--- config.mk ---
export PLATFORM = sky130hd
export DESIGN_NAME = mlp_feature_sequencer
export DESIGN_NICKNAME = d
export VERILOG_FILES = /design/src/rtl/mlp_feature_sequencer.sv
export SDC_FILE = /design/constraint.sdc
export NUM_CORES = 1
export LEC_CHECK = 0
export ABC_AREA = 1
export CAP_MARGIN = 20
export CORE_MARGIN = 4
export CORE_UTILIZATION = 52
export CTS_BUF_LIST = sky130_fd_sc_hd__clkbuf_8
export DETAILED_ROUTE_END_ITERATION = 12
export HOLD_SLACK_MARGIN = 0.1
export PLACE_DENSITY = 0.89
export SYNTH_ARGS = -nofsm -noshare
export SYNTH_HDL_FRONTEND = slang
export SYNTH_SLANG_ARGS = --single-unit
export TNS_END_PERCENT = 20
--- constraint.sdc ---
create_clock -name clk -period 2.4 [get_ports clk]
set_clock_uncertainty 0.2 [all_clocks]
set_input_delay 0.24 -clock clk [delete_from_list [all_inputs] [get_ports clk]]
set_output_delay 0.24 -clock clk [all_outputs]
set_load 0.02 [all_outputs]
--- src/rtl/mlp_feature_sequencer.sv ---
// mlp_feature_sequencer
// Input-side sequencer for the combinational MLP classifier. Packs a frame of
// N_FEAT feature beats into the flat classifier input vector, holds it while
// the classifier settles, then captures the class index and offers it on a
// valid/ready result port.
// Optional build macro: MLP_SEQ_DOUBLE_SAMPLE_EN (double-sample settle check;
// a mismatching pair re-runs the settle window once and flags m_fault if the
// second pair also disagrees).
module mlp_feature_sequencer #(
    parameter int N_FEAT     = 8,
    parameter int FEAT_W     = 4,
    parameter int CLS_W      = 2,
    parameter int SETTLE_CYC = 4
) (
    input  logic                     clk,
    input  logic                     rst,
    input  logic                     s_valid,
    output logic                     s_ready,
    input  logic [FEAT_W-1:0]        s_data,
    input  logic                     s_last,
    output logic [N_FEAT*FEAT_W-1:0] feat_inp,
    input  logic [CLS_W-1:0]         cls_in,
    output logic                     m_valid,
    input  logic                     m_ready,
    output logic [CLS_W-1:0]         m_class,
    output logic                     m_fault,
    output logic                     err_len
);

    localparam int IDX_W = (N_FEAT > 1) ? $clog2(N_FEAT) : 1;
    localparam int CNT_W = (SETTLE_CYC > 1) ? $clog2(SETTLE_CYC) : 1;
    localparam logic [IDX_W-1:0] IDX_LAST = IDX_W'(N_FEAT - 1);
    localparam logic [CNT_W-1:0] CNT_LAST = CNT_W'(SETTLE_CYC - 1);

    typedef enum logic [1:0] {
        COLLECT = 2'd0,
        SETTLE  = 2'd1,
        OUTPUT  = 2'd2
    } state_t;

    state_t                    state_q, state_d;
    logic [IDX_W-1:0]          idx_q, idx_d;
    logic [CNT_W-1:0]          cnt_q, cnt_d;
    logic [N_FEAT*FEAT_W-1:0]  feat_q, feat_d;
    logic [CLS_W-1:0]          cls_q, cls_d;
    logic                      err_q, err_d;
    logic                      beat_acc;

`ifdef MLP_SEQ_DOUBLE_SAMPLE_EN
    logic                      fault_q, fault_d;
    logic                      samp_b_q, samp_b_d;   // next settle-cycle edge takes sample B
    logic                      retry_q, retry_d;     // settle window already re-run once
    logic [CLS_W-1:0]          cls_a_q, cls_a_d;
`endif

    assign beat_acc = s_valid & s_ready;

    // State register
    always_ff @(posedge clk) begin
        if (rst) begin
            state_q <= COLLECT;
        end else begin
            state_q <= state_d;
        end
    end

    // Datapath registers: frame index, settle counter, vector, captured result
    always_ff @(posedge clk) begin
        if (rst) begin
            idx_q  <= '0;
            cnt_q  <= '0;
            feat_q <= '0;
            cls_q  <= '0;
            err_q  <= 1'b0;
`ifdef MLP_SEQ_DOUBLE_SAMPLE_EN
            fault_q  <= 1'b0;
            samp_b_q <= 1'b0;
            retry_q  <= 1'b0;
            cls_a_q  <= '0;
`endif
        end else begin
            idx_q  <= idx_d;
            cnt_q  <= cnt_d;
            feat_q <= feat_d;
            cls_q  <= cls_d;
            err_q  <= err_d;
`ifdef MLP_SEQ_DOUBLE_SAMPLE_EN
            fault_q  <= fault_d;
            samp_b_q <= samp_b_d;
            retry_q  <= retry_d;
            cls_a_q  <= cls_a_d;
`endif
        end
    end

    // Next-state and datapath update logic
    always_comb begin
        state_d = state_q;
        idx_d   = idx_q;
        cnt_d   = cnt_q;
        feat_d  = feat_q;
        cls_d   = cls_q;
        err_d   = 1'b0;
`ifdef MLP_SEQ_DOUBLE_SAMPLE_EN
        fault_d  = fault_q;
        samp_b_d = samp_b_q;
        retry_d  = retry_q;
        cls_a_d  = cls_a_q;
`endif
        unique case (state_q)
            COLLECT: begin
                if (beat_acc) begin
                    feat_d[idx_q*FEAT_W +: FEAT_W] = s_data;
                    if (idx_q == IDX_LAST) begin
                        // Full frame: used even when s_last is missing
                        idx_d   = '0;
                        cnt_d   = '0;
                        err_d   = ~s_last;
                        state_d = SETTLE;
`ifdef MLP_SEQ_DOUBLE_SAMPLE_EN
                        samp_b_d = 1'b0;
                        retry_d  = 1'b0;
`endif
                    end else if (s_last) begin
                        // Short frame is discarded; partial vector stays visible
                        idx_d = '0;
                        err_d = 1'b1;
                    end else begin
                        idx_d = idx_q + IDX_W'(1);
                    end
                end
            end
            SETTLE: begin
`ifdef MLP_SEQ_DOUBLE_SAMPLE_EN
                if (samp_b_q) begin
                    samp_b_d = 1'b0;
                    if (cls_in == cls_a_q) begin
                        cls_d   = cls_in;
                        fault_d = 1'b0;
                        state_d = OUTPUT;
                    end else if (retry_q) begin
                        cls_d   = cls_in;
                        fault_d = 1'b1;
                        state_d = OUTPUT;
                    end else begin
                        retry_d = 1'b1;
                        cnt_d   = '0;
                    end
                end else if (cnt_q == CNT_LAST) begin
                    cls_a_d  = cls_in;
                    samp_b_d = 1'b1;
                    cnt_d    = '0;
                end else begin
                    cnt_d = cnt_q + CNT_W'(1);
                end
`else
                if (cnt_q == CNT_LAST) begin
                    cls_d   = cls_in;
                    cnt_d   = '0;
                    state_d = OUTPUT;
                end else begin
                    cnt_d = cnt_q + CNT_W'(1);
                end
`endif
            end
            OUTPUT: begin
                if (m_ready) begin
                    idx_d   = '0;
                    state_d = COLLECT;
                end
            end
            default: state_d = COLLECT;
        endcase
    end

    // Output decode
    always_comb begin
        s_ready  = (state_q == COLLECT) && !rst;
        m_valid  = (state_q == OUTPUT);
        feat_inp = feat_q;
        m_class  = cls_q;
        err_len  = err_q;
`ifdef MLP_SEQ_DOUBLE_SAMPLE_EN
        m_fault  = fault_q;
`else
        m_fault  = 1'b0;
`endif
    end

endmodule

After elaboration in Yosys (flattened, before gate mapping)
Cells that the tools add are included.
{"block": "totals", "elab_cells": 51, "reg_bits": 42}
{"block": "classes", "eq_ne": 8, "shifts": 2, "bitwise_logic": 4, "reduce_logical": 11, "muxes": 17, "add_sub_neg": 3}
{"cell": "negator 5 -> 34 bit", "n": 1}
{"cell": "variable shift 4 x 34 -> 32 bit, first input constant", "n": 1}
{"cell": "indexed part select 4 x 34 -> 32 bit", "n": 1}
{"cell": "bitwise mux 32 bit", "n": 1}
{"cell": "two-way mux 2 bit", "n": 7}
{"cell": "two-way mux 3 bit", "n": 4}
{"cell": "inequality test 2 bit, second input constant", "n": 3}
{"cell": "one-hot mux 2 bit (3 select lines)", "n": 1}
{"cell": "one-hot mux 3 bit (2 select lines)", "n": 1}
{"cell": "AND reduction 3 bit", "n": 2}
{"cell": "== test 2 bit, second input constant", "n": 2}
{"cell": "one-hot mux 2 bit (2 select lines)", "n": 1}
{"cell": "AND reduction 2 bit", "n": 2}
{"cell": "AND reduction 4 bit", "n": 1}
{"cell": "nonzero test 2 bit", "n": 2}
{"cell": "adder 3 x 1 -> 3 bit, second input constant", "n": 1}
{"cell": "== test 3 bit, second input constant", "n": 1}
{"cell": "inverter 1 bit", "n": 3}
{"cell": "OR reduction 3 bit", "n": 1}
{"cell": "adder 2 x 1 -> 2 bit, second input constant", "n": 1}
{"cell": "== test 2 x 1 -> 1 bit, second input constant", "n": 1}
{"cell": "logical NOT 2 bit", "n": 1}
{"cell": "two-way mux 1 bit", "n": 2}
{"cell": "inequality test 2 x 1 -> 1 bit, second input constant", "n": 1}
{"cell": "other kinds (3)", "n": 3}

Logic depth before layout (Yosys ltp)
Gate-level depths: netlist (run 1).
{"block": "logic_depth", "word_depth": 5, "mapped_depth": 12, "mapped_depth_nobuf": 10}

Worst setup path after synthesis (run 1)
OpenSTA, ideal clock, no wires.
{"block": "synth_timing", "path_kind": "reg2reg", "from": "reg idx_q[0]", "to": "reg feat_q[0], in the netlist feat_inp[0]", "setup_time_ns": 0.113, "path_slack_ns": 0.219, "period_less_slack_ns": 2.181, "stages_incl_launch_ff": 10, "required_ns": 2.087, "arrival_time_ns": 1.868, "n_path_buf": 2, "path_cell_list": "dfxtp_1 -> inv_1 -> buf_2 -> ha_1 -> ha_1 -> buf_2 -> nor3_1 -> nand3_4 -> nor2_1 -> nor2_1"}
{"block": "synth_via", "elab_chain_cells": 3}
{"element": "start, declared", "line": "42", "source": "logic [IDX_W-1:0] idx_q, idx_d;"}
{"element": "start signal, assigned", "line": "82", "source": "idx_q <= idx_d;"}
{"element": "negator 5 -> 34 bit (*)", "line": "113", "source": "feat_d[idx_q*FEAT_W +: FEAT_W] = s_data;"}
{"element": "indexed part select 4 x 34 -> 32 bit or variable shift 4 x 34 -> 32 bit (tied branches)", "line": "113"}
{"element": "bitwise mux 32 bit (*)", "line": "113"}
{"element": "end signal, assigned", "line": "84", "source": "feat_q <= feat_d;"}
{"element": "end, declared", "line": "44", "source": "logic [N_FEAT*FEAT_W-1:0] feat_q, feat_d;"}
Every way passes the cells marked *; elsewhere a longest branch is shown, timed or not.
A chain may end at the register's enable or synchronous reset.

Final worst setup path (run 1)
{"block": "layout_timing", "from": "reg idx_q[0]", "to": "reg feat_q[4], in the netlist feat_inp[4]"}
Same word-level chain as after synthesis.

==> run summary, run 1 <==
The flow ran to the end, and the final reports show no timing, DRC or antenna violations. The count of synthesis-stage warnings from yosys is 0. The critical path capture point type is a register.

The average instance area after synthesis came out at 6.66 µm². The placed wire-length estimate after detailed placement is 3520 µm. Entering global routing, the biggest net connects 21 pins. The share of layout cells above drive strength 1 came out at 6.81%. The total detailed-routing wirelength is 4610 µm. After synthesis the netlist holds a flip-flop and latch count of 42. The number of antenna violations at the first check in global routing came out at 0. The maximum clock path buffer count came out at 2. The post-CTS setup repair buffer count is 0. The number of buffers inserted by hold repair at cts came out at 0. The top cell type by total area after synthesis is sky130_fd_sc_hd__dfxtp_1. Summed over all layers, the global routing overflow is 0. The smallest setup slack after layout came out at 0.212 ns. The floorplan step defined a core boundary enclosing 3800 µm².

For this block, the initial DRC count from the detailed router was 101. Row generation in the floorplan step produced 22 rows. Once detail routing completed, the nets flagged for antenna violations numbered 0. The reg2reg setup slack came out at 0.21 ns. The minimum period implied by the final worst setup slack is 2.19 ns.

The first global-routing pass estimated 7850 µm of wire. The post-detailed-route via-to-cell ratio came out at 4.77. The total via count in the routed design came out at 1979.

In this run the horizontal extent of the chip is 71.7 µm. The maximum achievable frequency came out at 457 MHz. Leaving out fill and tap cells, the most frequent cell in the layout is sky130_fd_sc_hd__nor2_1. In the post-synthesis netlist, the biggest area contributors are sky130_fd_sc_hd__dfxtp_1 (40%), sky130_fd_sc_hd__nor2_1 (15%), sky130_fd_sc_hd__nand2_1 (13%).

The final max-slew violation count is 0. The power density over cell area is 492 nW/µm². The worst hold path belongs to the class reg -> reg. The final clock period utilization by the worst path came out at 91.2%. The starting density of the core is 55.6%.

The number of clock buffers added by TritonCTS is 5. After clock tree synthesis, the clock-pin slew on the worst setup and hold paths is 0.07 ns. The area added between synthesis and finish is 28.2%. The static power due to leakage is 1.30 nW. The number of failing hold endpoints at the final stage came to 0. In this run the tool buffered the top-level ports with 47 buffer cells.

The clock network latency to the later pin of the worst-skew pair came out at 0.28 ns. The number of global-route vias before repair came out at 1853. The number of endpoints failing setup at the final stage is 0. The critical path start-end classification is reg -> reg. Prior to clock tree synthesis, the placed netlist has a worst setup slack of 0.169 ns. The max-capacitance violation count is 0.

The final weighted congestion of routability-driven global placement came out at 0.931. The worst-path maximum fanout came out at 9. The number of nets in the synthesized netlist is 336.

Setup repair after global routing left no endpoint under its margin. In this run the clock root is driven by a sky130_fd_sc_hd__clkbuf_8. The total routing resource utilization after global routing is 18.8%. The number of design rule violations left after detail routing came out at 0.

The number of I/O pins came out at 49. The startpoint type of the worst setup path is a register. The CTS H-tree depth is 2. The floorplan step set the die height to 71.7 µm.

The library cells used most frequently in the layout, excluding fill and tap cells, are sky130_fd_sc_hd__nor2_1 (83), sky130_fd_sc_hd__nand2_1 (74), sky130_fd_sc_hd__inv_1 (50), sky130_fd_sc_hd__clkdlybuf4s50_1 (47), sky130_fd_sc_hd__dfxtp_1 (42). The worst endpoint data arrival time came out at 2.17 ns. The worst voltage drop across the vdd grid is 0.000350 V. The number of diodes added for antenna fixing is 0. The count of mapped cells out of synthesis is 317. In this run the cell area of the synthesized design comes to 2110 µm². The top cell type by area accounts for 39.8% of the synthesized area. TritonCTS built the clock tree.

The setup TNS is 0 ns. The number of cells upsized or downsized after cts came out at 0. The area enclosed by the die boundary came out at 5140 µm². The detailed-router iteration count before antenna repair came out at 4. The final net count came out at 386. The share of the Yosys chip area taken by registers is 39.8%. The endpoint required time on the critical path is 2.38 ns. The count of distinct cell types in the synthesized netlist came out at 21. The average wire per standard cell is 11.1 µm. The total clock sinks came out at 42.
-- logic make-up (layout without fill, tap and decap cells) --
logic type / count (synthesis) / count (layout) / share of synthesized area, %
AO/OA/AOI/OAI: 21 / 21 / 4.98
adder cells (fa/ha/maj): 8 / 8 / 4.74
buffers and inverters: 56 / 106 / 10.4
flip-flops: 42 / 42 / 39.8
other: 1 / 1 / 0.178
AND/OR/NAND/NOR: 189 / 189 / 39.8
-- state kept, by name, indices dropped and copies added, names as in the netlist --
signal and count:
idx_q 3, state_q 2, cnt_q 2, m_class 2
feat_inp 32, err_len 1
-- per-layer routing --
layer / share of wire [%] / track usage, % / wire [µm]
met5: 0 / 0 / 0
met4: 2.3 / 7.31 / 106
met3: 6.9 / 5.33 / 319
met2: 46 / 31.1 / 2110
met1: 45 / 23.0 / 2080
-- worst paths after layout --
check                   from           to  depth (start not counted)
setup / recovery    idx_q[0]  feat_inp[4]                         10
hold / removal    m_class[0]   m_class[0]                          2
setup reg to reg    idx_q[0]  feat_inp[4]                         10
hold reg to reg   m_class[0]   m_class[0]                          2
-- layout make-up --
class	count	area, µm²
Multi-Input combinational cell	219	1050
Clock buffer	5	68.8
Clock inverter	2	7.51
Sequential cell	42	841
Inverter	49	184
Tap cell	48	60.1
Fill cell	311	1090
Timing Repair Buffer	50	493
-- power breakdown --
part,switching (W),internal (W),total [W],leakage (nW)
Sequential,0.00000849,0.000709,0.000717,0.339
Combinational,0.000131,0.0000739,0.000205,0.917
Clock,0.000216,0.000192,0.000408,0.0466
Total,0.000356,0.000974,0.00133,1.30
-- critical path, stage by stage, from the launching register on --
cell	delay (ns)
sky130_fd_sc_hd__dfxtp_1	0.48
sky130_fd_sc_hd__inv_1	0.11
sky130_fd_sc_hd__ha_1	0.24
sky130_fd_sc_hd__ha_2	0.43
sky130_fd_sc_hd__nand2_1	0.08
sky130_fd_sc_hd__inv_1	0.06
sky130_fd_sc_hd__nand2_1	0.06
sky130_fd_sc_hd__nor2_2	0.21
sky130_fd_sc_hd__inv_1	0.09
sky130_fd_sc_hd__nor2_1	0.10
sky130_fd_sc_hd__nor2_1	0.05
-- cells in the mapped netlist --
cell	instances
sky130_fd_sc_hd__nor2_1	83
sky130_fd_sc_hd__nand2_1	74
sky130_fd_sc_hd__inv_1	48
sky130_fd_sc_hd__dfxtp_1	42
sky130_fd_sc_hd__o21ai_0	16
sky130_fd_sc_hd__nor3_1	11
sky130_fd_sc_hd__ha_1	8
sky130_fd_sc_hd__nor2_2	6
sky130_fd_sc_hd__a21oi_1	5
sky130_fd_sc_hd__nand3_1	5
sky130_fd_sc_hd__nand3_4	4
sky130_fd_sc_hd__clkbuf_1	3
sky130_fd_sc_hd__buf_2	2
sky130_fd_sc_hd__buf_4	2
sky130_fd_sc_hd__nand3_2	2
sky130_fd_sc_hd__conb_1	1
sky130_fd_sc_hd__inv_2	1
sky130_fd_sc_hd__nand2_2	1
sky130_fd_sc_hd__nor2_4	1
sky130_fd_sc_hd__nor2_8	1
sky130_fd_sc_hd__or2_0	1
-- per-stage QoR --
step	utilization, %	hold WS, ns	area, µm²	std cells	power [W]
after floorplan	-	0.109	2110	317	0.000869
after global placement	69.2	0.248	2630	408	0.000929
after detailed placement	69.2	0.251	2630	408	0.000936
after CTS	71.2	0.262	2700	415	0.00134
after global routing	71.2	0.307	2710	415	0.00140
final	71.2	0.260	2710	415	0.00133
(Power assumes the default switching activity.)
==> run 2, diff against run 1 <==
--- a/config.mk
+++ b/config.mk
@@ -8,11 +8,11 @@
 export ABC_AREA = 1
 export CAP_MARGIN = 20
 export CORE_MARGIN = 4
-export CORE_UTILIZATION = 52
+export CORE_UTILIZATION = 55
 export CTS_BUF_LIST = sky130_fd_sc_hd__clkbuf_8
 export DETAILED_ROUTE_END_ITERATION = 12
 export HOLD_SLACK_MARGIN = 0.1
-export PLACE_DENSITY = 0.89
+export PLACE_DENSITY = 0.93
 export SYNTH_ARGS = -nofsm -noshare
 export SYNTH_HDL_FRONTEND = slang
 export SYNTH_SLANG_ARGS = --single-unit
==> constraint.sdc (replaced) <==
create_clock -name clk -period 2.7 [get_ports clk]
set_clock_uncertainty 0.2 [all_clocks]
set_input_delay 0.27 -clock clk [delete_from_list [all_inputs] [get_ports clk]]
set_output_delay 0.27 -clock clk [all_outputs]
set_load 0.02 [all_outputs]
==> run summary, run 2 (synthesis gave the netlist of run 1 again) <==
The number of I/O pins came out at 49. The post-placement cell area is 2620 µm². The number of global-route vias before repair is 1873.

The area enclosed by the die boundary came out at 4890 µm². The floorplan step defined a core boundary enclosing 3690 µm². The number of diodes added for antenna fixing is 0. The tree is rooted in a sky130_fd_sc_hd__clkbuf_8. For the final routed database, the setup TNS stands at 0 ns. The static power due to leakage came out at 1.29 nW. The path class of the lowest-slack min-delay path is reg -> reg. Global routing finished with a remaining overflow of 0. The number of antenna violations at the first check in global routing is 0.

The final net count came out at 385. The smallest setup slack after layout came out at 0.286 ns. The total detailed-routing wirelength is 4620 µm.

The number of buffers inserted by hold repair at cts came out at 0. The number of setup buffers added after CTS is 0. The area added between synthesis and finish came out at 27.9%.

The clock-pin slew on the worst setup and hold paths came out at 0.08 ns. The total CTS buffers came out at 5. The final clock period utilization by the worst path came out at 89.4%.

The post-detailed-route via-to-cell ratio is 4.75. The number of design rule violations left after detail routing came out at 0. Of the total power, registers draw 53.3%.

Once the floorplan was initialized, standard cells occupied 57.2% of the core. The top cell types in the final layout, fill and taps aside, are sky130_fd_sc_hd__nor2_1 (83), sky130_fd_sc_hd__nand2_1 (74), sky130_fd_sc_hd__inv_1 (49), sky130_fd_sc_hd__clkdlybuf4s50_1 (47), sky130_fd_sc_hd__dfxtp_1 (42). The tree built by TritonCTS fans out to 42 sinks. The total via count in the routed design came out at 1968. Leaving out fill and tap cells, the most frequent cell in the layout is sky130_fd_sc_hd__nor2_1.

IR analysis of the VDD net gives a maximum drop of 0.000376 V. The die boundary height came out at 70.0 µm. The critical path capture point type is a register. The worst setup path is launched from a register. The number of cell rows came out at 22. Entering global routing, the biggest net connects 22 pins.

The post-route netlist has 6.56% of its cells at a drive strength greater than 1. The fill cell total of the finished layout is 292. Setup repair after global routing left no endpoint under its margin. The starting DRC count in detailed routing is 87. The flip-flop count of the largest register, all copies and words added came out at 32. The maximum clock path buffer count came out at 2.

The first global-routing pass estimated 8000 µm of wire. The number of failing hold endpoints at the final stage came out at 0. The critical path in this run is classified as reg -> reg. Of the total power, combinational logic draws 15.2%.

The multi-input combinational cell area came out at 1050 µm². Net switching is 27.5% of the power. The congestion estimate from routability-driven global placement came to 0.891. The worst endpoint data arrival time came out at 2.45 ns. The clock network power share is 31.5%. The number of cells upsized or downsized after cts came out at 0. The global routing stage identified its most utilized layer as met2. The number of endpoints failing setup at the final stage came out at 0. The sequential cell area came out at 841 µm². The count of port buffers added during placement is 47. The CTS H-tree depth came out at 2. The tightest hold margin is 0.277 ns. After routing the design area is 2700 µm². The endpoint required time on the critical path is 2.74 ns. The minimum period implied by the final worst setup slack is 2.41 ns.

The worst slack at placement came out at 0.330 ns. The met1 track demand over resource in global routing is 24.5%. TritonCTS built the clock tree.

The detailed-router iteration count before antenna repair is 4. The power density over cell area is 443 nW/µm². Of all nets on the critical path, the largest fanout is 13. The average wire per standard cell came out at 11.2 µm. The post-route antenna net violation count came out at 0.

Timing would allow up to 414 MHz. Measured along the x axis, the die boundary spans 70.0 µm. The met2 capacity usage during global routing came out at 33.4%.

The total routing resource utilization after global routing is 19.9%. The placed wire-length estimate after detailed placement is 3450 µm. The run finished with clean final reports. The net switching power figure is 0.000329 W. The max-capacitance violation count came out at 0. In the global route stage, met3 resource usage came out at 5.61%. The clock network latency to the later pin of the worst-skew pair came out at 0.29 ns. Cell internal power was estimated by the tool at 0.000866 W. The final max-slew violation count is 0.
## run 2: cell types whose count changed in the layout (fill, tap and decap cells not counted), sizes merged
cell / before / now
clkinvlp: 0 / 1
inv: 51 / 50
buf: 3 / 2
## run 2: area by class of cell
type,instances,area share [%]
Inverter,49,6.81
Multi-Input combinational cell,219,38.9
Clock buffer,5,2.55
Tap cell,48,2.22
Timing Repair Buffer,49,18.0
Sequential cell,42,31.1
Clock inverter,2,0.417
## run 2: final timing paths
check / start / end / slack, ns / depth (start not counted)
worst max register to register: idx_q[0] / feat_inp[16] / 0.29 / 9
worst min register to register: cnt_q[1] / cnt_q[1] / 0.28 / 2
worst max-delay path: idx_q[0] / feat_inp[16] / 0.29 / 9
worst min-delay path: cnt_q[1] / cnt_q[1] / 0.28 / 2
## run 2: worst max-delay path, stage by stage, from the launching register on
cell and delay (ns):
sky130_fd_sc_hd__dfxtp_1 0.45, sky130_fd_sc_hd__inv_1 0.24, sky130_fd_sc_hd__ha_1 0.29, sky130_fd_sc_hd__ha_1 0.45, sky130_fd_sc_hd__nand2_1 0.14, sky130_fd_sc_hd__nor2_1 0.21, sky130_fd_sc_hd__nand3_4 0.14, sky130_fd_sc_hd__nand2_1 0.09
sky130_fd_sc_hd__nand2_1 0.07, sky130_fd_sc_hd__nor2_1 0.08
## run 2: layer usage
| metal | wire length [µm] | vias up | part of all wire [%] |
|---|---|---|---|
| li1 | - | 1045 | - |
| met1 | 2090 | 858 | 45 |
| met2 | 2220 | 54 | 48 |
| met3 | 221 | 11 | 4.8 |
| met4 | 85 | 0 | 1.8 |
| met5 | 0 | - | 0 |
## run 2: per-stage QoR
| stage | power [W] | instances | utilization (%) |
|---|---|---|---|
| 2_1_floorplan | 0.000772 | 317 | - |
| 3_3_place_gp | 0.000824 | 407 | 71.0 |
| 3_5_place_dp | 0.000831 | 407 | 71.0 |
| 4_1_cts | 0.00120 | 414 | 73.2 |
| 5_1_grt | 0.00125 | 414 | 73.2 |
| 6_report | 0.00119 | 414 | 73.2 |
## run 2: power groups by stage
| stage | clock [W] | sequential (W) | combinational [W] |
|---|---|---|---|
| after floorplan | 0 | 0.000660 | 0.000112 |
| after global placement | 0 | 0.000651 | 0.000173 |
| after detailed placement | 0 | 0.000652 | 0.000179 |
| after CTS | 0.000378 | 0.000637 | 0.000181 |
| after global routing | 0.000408 | 0.000638 | 0.000202 |
| final | 0.000376 | 0.000637 | 0.000182 |
